File: src/rtl/map_read_arbiter_pkg.sv
// map_read_arbiter_pkg
//   Map geometry, pixel codes and small helpers shared by the map read
//   arbiter and the ball movers.
//   Contents:
//     COORD_W / PIX_W      coordinate and pixel widths
//     MAP_COLS / MAP_ROWS  playfield size
//     pixel_e              map pixel codes (WALL, HOLE, WIN)
//     is_oob()             out-of-range test for a col/row pair
package map_read_arbiter_pkg;

    localparam int unsigned COORD_W  = 10;
    localparam int unsigned PIX_W    = 8;

    localparam int unsigned MAP_COLS = 640;
    localparam int unsigned MAP_ROWS = 480;

    typedef enum logic [PIX_W-1:0] {
        PIX_WALL = 8'h26,
        PIX_HOLE = 8'h49,
        PIX_WIN  = 8'hF9
    } pixel_e;

    // Unsigned compare against the playfield size; coordinates outside the
    // map read back as a wall so movers never escape the playfield.
    function automatic logic is_oob(
        input logic [COORD_W-1:0] col,
        input logic [COORD_W-1:0] row,
        input int unsigned        cols,
        input int unsigned        rows
    );
        return (32'(col) >= cols) || (32'(row) >= rows);
    endfunction

endpackage

File: src/rtl/map_read_arbiter_rr_pick.sv
// rr_pick
//   Combinational round-robin picker. Searches req starting at ptr+1
//   (wrapping at N-1) and reports the first requester found.
//   Ports:
//     req    in  N  request vector
//     ptr    in  W  index of the previous winner
//     grant  out N  one-hot winner (all zero when nothing requests)
//     idx    out W  binary index of the winner
//     found  out 1  any requester selected
module rr_pick #(
    parameter int unsigned N = 4,
    parameter int unsigned W = 2
) (
    input  logic [N-1:0] req,
    input  logic [W-1:0] ptr,
    output logic [N-1:0] grant,
    output logic [W-1:0] idx,
    output logic         found
);

    logic [W-1:0] cand;

    always_comb begin
        grant = '0;
        idx   = '0;
        found = 1'b0;
        cand  = ptr;
        for (int unsigned k = 0; k < N; k++) begin
            // Explicit wrap keeps the search inside 0..N-1 for non-power-of-2 N.
            cand = (cand == W'(N - 1)) ? '0 : cand + W'(1);
            if (!found && req[cand]) begin
                found       = 1'b1;
                idx         = cand;
                grant[cand] = 1'b1;
            end
        end
    end

endmodule

File: src/rtl/map_read_arbiter.sv
// map_read_arbiter
//   Shares the collision read port (port A) of the map ROM between N_REQ
//   requesters. One round-robin grant per cycle; each response returns to
//   its own requester, in grant order, READ_LATENCY+2 cycles after grant.
//   Ports:
//     clk           in   1        system clock
//     reset         in   1        asynchronous active-low reset
//     req_valid     in   N_REQ    requester i wants a read (held until granted)
//     req_col       in   10*N_REQ column of requester i at [10*i +: 10]
//     req_row       in   10*N_REQ row of requester i at [10*i +: 10]
//     req_grant     out  N_REQ    one-hot, combinational accept
//     rsp_valid     out  N_REQ    one-hot, registered 1-cycle response pulse
//     rsp_data      out  8        pixel value, or OOB_VALUE when out of range
//     map_col_addr  out  10       registered column to map port A
//     map_row_addr  out  10       registered row to map port A
//     map_data      in   8        map port A data
//     busy          out  1        any read in flight
module map_read_arbiter
    import map_read_arbiter_pkg::*;
#(
    parameter int unsigned N_REQ        = 4,
    parameter int unsigned READ_LATENCY = 2,
    parameter int unsigned MAP_COLS     = map_read_arbiter_pkg::MAP_COLS,
    parameter int unsigned MAP_ROWS     = map_read_arbiter_pkg::MAP_ROWS,
    parameter logic [7:0]  OOB_VALUE    = PIX_WALL
) (
    input  logic                    clk,
    input  logic                    reset,
    input  logic [N_REQ-1:0]        req_valid,
    input  logic [10*N_REQ-1:0]     req_col,
    input  logic [10*N_REQ-1:0]     req_row,
    output logic [N_REQ-1:0]        req_grant,
    output logic [N_REQ-1:0]        rsp_valid,
    output logic [7:0]              rsp_data,
    output logic [9:0]              map_col_addr,
    output logic [9:0]              map_row_addr,
    input  logic [7:0]              map_data,
    output logic                    busy
);

    localparam int unsigned IDX_W = (N_REQ > 1) ? $clog2(N_REQ) : 1;
    localparam int unsigned LAST  = READ_LATENCY;

    logic [IDX_W-1:0]  rr_ptr;
    logic [N_REQ-1:0]  pick_grant;
    logic [IDX_W-1:0]  pick_idx;
    logic              pick_found;
    logic              grant_fire;

    logic [9:0]        sel_col;
    logic [9:0]        sel_row;
    logic              sel_oob;

    // Tag stage k holds the read granted k+1 cycles ago; the last stage lines
    // up with valid map_data for that read.
    logic [LAST:0]     tag_valid;
    logic [LAST:0]     tag_oob;
    logic [IDX_W-1:0]  tag_id [LAST+1];

    rr_pick #(
        .N (N_REQ),
        .W (IDX_W)
    ) u_rr_pick (
        .req   (req_valid),
        .ptr   (rr_ptr),
        .grant (pick_grant),
        .idx   (pick_idx),
        .found (pick_found)
    );

    // Grants are suppressed while reset is asserted.
    always_comb begin
        req_grant  = reset ? pick_grant : '0;
        grant_fire = reset & pick_found;
    end

    always_comb begin
        sel_col = '0;
        sel_row = '0;
        for (int unsigned i = 0; i < N_REQ; i++) begin
            if (pick_idx == IDX_W'(i)) begin
                sel_col = req_col[10*i +: 10];
                sel_row = req_row[10*i +: 10];
            end
        end
        sel_oob = is_oob(sel_col, sel_row, MAP_COLS, MAP_ROWS);
    end

    // Round-robin pointer and issue address.
    always_ff @(posedge clk or negedge reset) begin
        if (!reset) begin
            rr_ptr       <= IDX_W'(N_REQ - 1);
            map_col_addr <= '0;
            map_row_addr <= '0;
        end else if (grant_fire) begin
            rr_ptr       <= pick_idx;
            map_col_addr <= sel_col;
            map_row_addr <= sel_row;
        end
    end

    // Tag shift register, advanced every cycle.
    always_ff @(posedge clk or negedge reset) begin
        if (!reset) begin
            tag_valid <= '0;
            tag_oob   <= '0;
            for (int unsigned k = 0; k <= LAST; k++) begin
                tag_id[k] <= '0;
            end
        end else begin
            tag_valid[0] <= grant_fire;
            tag_oob[0]   <= sel_oob;
            tag_id[0]    <= pick_idx;
            for (int unsigned k = 1; k <= LAST; k++) begin
                tag_valid[k] <= tag_valid[k-1];
                tag_oob[k]   <= tag_oob[k-1];
                tag_id[k]    <= tag_id[k-1];
            end
        end
    end

    // Response registers; rsp_data holds its last value between pulses.
    always_ff @(posedge clk or negedge reset) begin
        if (!reset) begin
            rsp_valid <= '0;
            rsp_data  <= '0;
        end else if (tag_valid[LAST]) begin
            rsp_valid <= N_REQ'(1) << tag_id[LAST];
            rsp_data  <= tag_oob[LAST] ? OOB_VALUE : map_data;
        end else begin
            rsp_valid <= '0;
        end
    end

    assign busy = |tag_valid;

endmodule

File: config.mk
export PLATFORM = sky130hd
export DESIGN_NAME = map_read_arbiter
export DESIGN_NICKNAME = d
export VERILOG_FILES = /design/src/rtl/map_read_arbiter_pkg.sv /design/src/rtl/map_read_arbiter_rr_pick.sv /design/src/rtl/map_read_arbiter.sv
export SDC_FILE = /design/constraint.sdc
export NUM_CORES = 1
export LEC_CHECK = 0
export CAP_MARGIN = 25
export CORE_UTILIZATION = 40
export DETAILED_ROUTE_END_ITERATION = 16
export PLACE_DENSITY = 0.86
export SLEW_MARGIN = 20
export SYNTH_ARGS = -nofsm -noshare
export SYNTH_HDL_FRONTEND = slang
export SYNTH_HIERARCHICAL = 1
export SYNTH_SLANG_ARGS = --single-unit
File: constraint.sdc
create_clock -name clk -period 4.15 [get_ports clk]
set_input_delay 1.245 -clock clk [delete_from_list [all_inputs] [get_ports clk]]
set_output_delay 1.245 -clock clk [all_outputs]
set_load 0.01 [all_outputs]
Word-level counts from Yosys, hierarchy flattened. Index checks and enable logic that the tools add are counted. Widths: inputs -> output; s select.

Input port bits: 94. Output and inout bits: 37. Word-level logic and storage cells: 92. Bits in registers: 46.

Reductions and logical operators: 13. Bitwise gates (word level): 4. Add/subtract/negate cells: 4. Equal/unequal tests: 7. Magnitude comparators: 10. Muxes and demuxes: 43. Shift operators: 1.

Operators by type and width (number): $mux 10 (8); $mux 4 (6); $mux 2 (8); $eq 2x2->1 const B (6); $lt 2x3->1 const B (4); $mux 1 (12); $or 4x4->4 (3); $ge 10x10->1 const B (1); $ge 10x9->1 const B (1); $add 2x1->2 const B (4); $bmux 1 s2 (4); $demux 1 s2 (4); $ge 2x1->1 const B (4); $mux 8 (1); $logic_and 1x1->1 (7); $shl 1x2->4 const A (1); $logic_not 1->1 (3); $reduce_or 3->1 (1); $eq 2x1->1 const B (1); $logic_not 2->1 (1); $and 1x1->1 (1); $logic_or 1x1->1 (1).

Depth between registers and ports, before layout.
Word-level depth: 21. Depth in mapped cells: 10. Depth with buffers taken out: 8.

Hierarchy. The synthesis kept the hierarchy.

Modules (own cells, without submodules): map_read_arbiter (cells each 137, times used 1, area an instance 2112.0 µm², seq. area each 1153.6 µm²); rr_pick (cells each 59, times used 1, area an instance 456.7 µm², seq. area each 0.0 µm²).

Worst setup path before layout. No wires, ideal clock.

Path type: in2out. Start: input port req_valid[1]. End: output port req_grant[0]. Data arrival time: 2507 ps. Stages on the path: 6. Setup slack: 398 ps. Path buffers: 1. Cell sequence: clkbuf_1 -> nor4b_1 -> a32o_1 -> a211oi_1 -> o221ai_1 -> and2_1.

Cells in the longest elaborated chain, start to end: 13. Elaborated cells between the ends (all ways): 25.

RTL lines: from (decl) (RTL line map_read_arbiter.sv:29) `input logic [N_REQ-1:0] req_valid,`; $bmux 1 s2 (RTL line map_read_arbiter_rr_pick.sv:31) `if (!found && req[cand]) begin`; $mux 1 (not written as such) (RTL line map_read_arbiter_rr_pick.sv:31); $mux 1 (RTL line map_read_arbiter_rr_pick.sv:31); $logic_not 1->1 (RTL line map_read_arbiter_rr_pick.sv:31); $logic_and 1x1->1 (RTL line map_read_arbiter_rr_pick.sv:31); $mux 1 (RTL line map_read_arbiter_rr_pick.sv:31); $logic_not 1->1 (RTL line map_read_arbiter_rr_pick.sv:31); $logic_and 1x1->1 (RTL line map_read_arbiter_rr_pick.sv:31); $mux 1 (RTL line map_read_arbiter_rr_pick.sv:31); $logic_not 1->1 (RTL line map_read_arbiter_rr_pick.sv:31); $logic_and 1x1->1 (RTL line map_read_arbiter_rr_pick.sv:31); $mux 4 (*) (RTL line map_read_arbiter_rr_pick.sv:31); named net pick_grant[0] (RTL line map_read_arbiter.sv:45) `logic [N_REQ-1:0] pick_grant;`; $mux 4 (*) (RTL line map_read_arbiter.sv:73) `req_grant = reset ? pick_grant : '0;`; to (decl) (RTL line map_read_arbiter.sv:32) `output logic [N_REQ-1:0] req_grant,`.

Mark *: on every way through the listed nets, which the timed path passes. The rest lies on a longest branch. The select of a mux whose other input is x is not followed.

Worst setup path after layout.
Start: input port req_valid[0]. End: output port req_grant[2].

The elaborated chain is that of the path after synthesis.

==> results.sh <==
export IMPL_num_nets_final=441
export IMPL_port_buffers=130
export IMPL_final_cell_area_um2=4170
export IMPL_hold_class="reg2reg"
export IMPL_drive_above_1_share_pct=25.3
export IMPL_drt_pass1_iterations=4
export IMPL_worst_hold_slack_ns=0.354
export IMPL_cts_sinks=46
export IMPL_drt_iter0_drc=168
export IMPL_dieArea_um2=6750
export IMPL_core_area_um2=6060
export IMPL_antenna_left=0
export IMPL_post_route_period_util_pct=98.5
export IMPL_cts_buffers=5
export IMPL_dpl_worst_slack_ns=-0.575
export IMPL_synth_seq_area_share_pct=44.9
export IMPL_antenna_found_initial=0
export IMPL_place_area_um2=4030
export IMPL_gp_congestion=0.869
export IMPL_syn_nets=298
export IMPL_critPathMaxFanout=7
export IMPL_ys_ff_latch=46
export IMPL_detail_route_wl_per_cell_um=15.9
export IMPL_drc=0
export IMPL_yosys_top_cells_area="dfrtp_1 (43%), mux4_2 (18%), mux2_2 (9.2%), ha_1 (3.9%), inv_1 (2.2%)"
export IMPL_initial_core_util_pct=42.4
export IMPL_die_h_um=82.1
export IMPL_synth_area_um2=2570
export IMPL_num_rows=28
export IMPL_drv_cap=0
export IMPL_num_vias=2202
export IMPL_grt_pass1_wl_um=9890
export IMPL_synthCells=196
export IMPL_finish_utilization_pct=68.8
export IMPL_synth_top_area_share_pct=42.9
export IMPL_final_max_slew_violation_count=0
export IMPL_slew_headroom_pct=61.7
export IMPL_ys_flop_type="dfrtp_1"
export IMPL_hpwl_um=5120
export IMPL_yosys_area_top_type="dfrtp_1"
export IMPL_die_x_um=82.1
export IMPL_cts_reportedPaths_clkPinSlew_ns=0.08
export IMPL_routed_wl_um=6610
export IMPL_clock_path_buffers=2
export IMPL_overflow=0
export IMPL_rsz0062_at_grt="no"
export IMPL_final_setup_tns_ns=0
export IMPL_endpoint_kind="output pin"
export IMPL_ioPinCount=131
export IMPL_postSynth_asyncResetShare_pct=100
export IMPL_fmax_mhz=245
export IMPL_p_leak_nw=1.69
export IMPL_seqCellArea_um2=1150
export IMPL_worst_pin_slew_ns=0.574
export IMPL_cp_arrival_ns=2.84
export IMPL_yosysMostFrequentCell="dfrtp_1"
export IMPL_multi_input_area_um2=1350
export IMPL_synth_cell_types=38
export IMPL_setup_violations=0
export IMPL_cts_tree="yes"
export IMPL_synth_edf_count=0
export IMPL_grt_max_degree=48
export IMPL_final_instance_count_excl_fill=415
export IMPL_clkLatencyLatePin_ns=0.30
export IMPL_critPathLaunchType="primary input"
export IMPL_worst_clock_skew_ns=0.0108
export IMPL_hold_viol=0
export IMPL_fill_cells=440
export IMPL_placed_cells=405
export IMPL_vias_per_cell=5.31
export IMPL_run_status="complete, no violations"
export IMPL_period_needed_ns=4.09
export IMPL_grt_usage_pct=20.0
export IMPL_cts_max_level=2
export IMPL_vdd_ir_drop_worst_mv=0.331
export IMPL_p_total_mw=2.57
export IMPL_worstPathRequired_ns=2.90
export IMPL_antennaDiodeCount=0
export IMPL_avgSynthCellArea_um2=13.1
export IMPL_critPathKind="in2out"
export IMPL_grt_pass1_vias=2170
export IMPL_setup_slack_ns=0.0635
export IMPL_yosys_warnings=6
export IMPL_synth_common_cells="dfrtp_1 (44), mux2_2 (21), mux4_2 (20)"
export IMPL_syn2layout_area_growth_pct=62.3
export IMPL_p_per_area_nw_per_um2=617
export IMPL_clockRootBuffer="clkbuf_8"
metal layers:
| metal | part of all wire [%] | wire length (µm) | track usage (%) |
|---|---|---|---|
| met2 | 53 | 3510 | 35.6 |
| met4 | 2.0 | 132 | 7.89 |
| met3 | 8.1 | 536 | 5.71 |
| met5 | 0 | 0 | 0 |
| met1 | 37 | 2430 | 22.5 |
where the power goes:
| part | internal [mW] | total, mW | switching, mW |
|---|---|---|---|
| clock network | 0.122 | 0.277 | 0.156 |
| logic | 0.905 | 1.54 | 0.638 |
| registers | 0.639 | 0.751 | 0.112 |
| total | 1.67 | 2.57 | 0.906 |
layout by cell type (no fill, tap or decap), types with 3 or more instances in the layout:
cell type and instances:
inv_1 15, mux2_2 21, dfrtp_1 44, nand2_1 4, clkdlybuf4s50_1 121, buf_4 16, clkbuf_8 5, nand3b_1 5
mux4_2 20, a21oi_1 6, o21ai_0 9, ha_1 7, nor2_1 8, clkbuf_2 3, buf_2 4, o221ai_1 3
nor2b_1 5, and2_1 4
cell families after synthesis:
logic type | after synthesis | share of synthesized area [%]
AO/OA/AOI/OAI | 31 | 7.94
adder cells (fa/ha/maj) | 8 | 3.90
multiplexers | 43 | 28.8
buffers and inverters | 27 | 4.92
flip-flops | 46 | 44.9
AND/OR/NAND/NOR | 41 | 9.55
state kept, by name (all words and copies together) (netlist names):
register	cells
map_col_addr	10
map_row_addr	10
rsp_data	8
tag_id	6
rsp_valid	4
tag_oob	3
tag_valid	3
rr_ptr	2
critical path, cell delays in order:
cell and delay (ns):
clkdlybuf4s15_2 0.21, buf_6 0.14, mux4_2 0.47, buf_4 0.16, a22oi_1 0.18, o221ai_1 0.14, and2_1 0.16, buf_2 0.14
layout make-up:
type                            count  area share, %
Timing Repair Buffer              148           34.1
Sequential cell                    46           27.7
Inverter                           15           1.35
Tap cell                           75           2.25
Clock inverter                      3          0.600
Multi-Input combinational cell    123           32.4
Clock buffer                        5           1.65
path summary, 6_finish.rpt:
path,endpoint,slack [ns],start,depth (start not counted)
worst min-delay path,tag_id[1],0.35,tag_id[3],0
worst min register to register,tag_id[1],0.35,tag_id[3],0
worst max register to register,tag_oob[0],1.38,rr_ptr[0],9
min in group asynchronous,rsp_data[1],1.07,reset,2
max in group asynchronous,tag_id[3],2.69,reset,2
worst max-delay path,req_grant[2],0.06,req_valid[0],8
repair_timing:
action	CTS	global route
gates resized for setup	27	9
pin swaps	3	0
hold buffers	0	0
endpoints found under the setup margin	4	4
buffers inserted	2	0
Note: power is estimated with default switching activity, not from simulation.
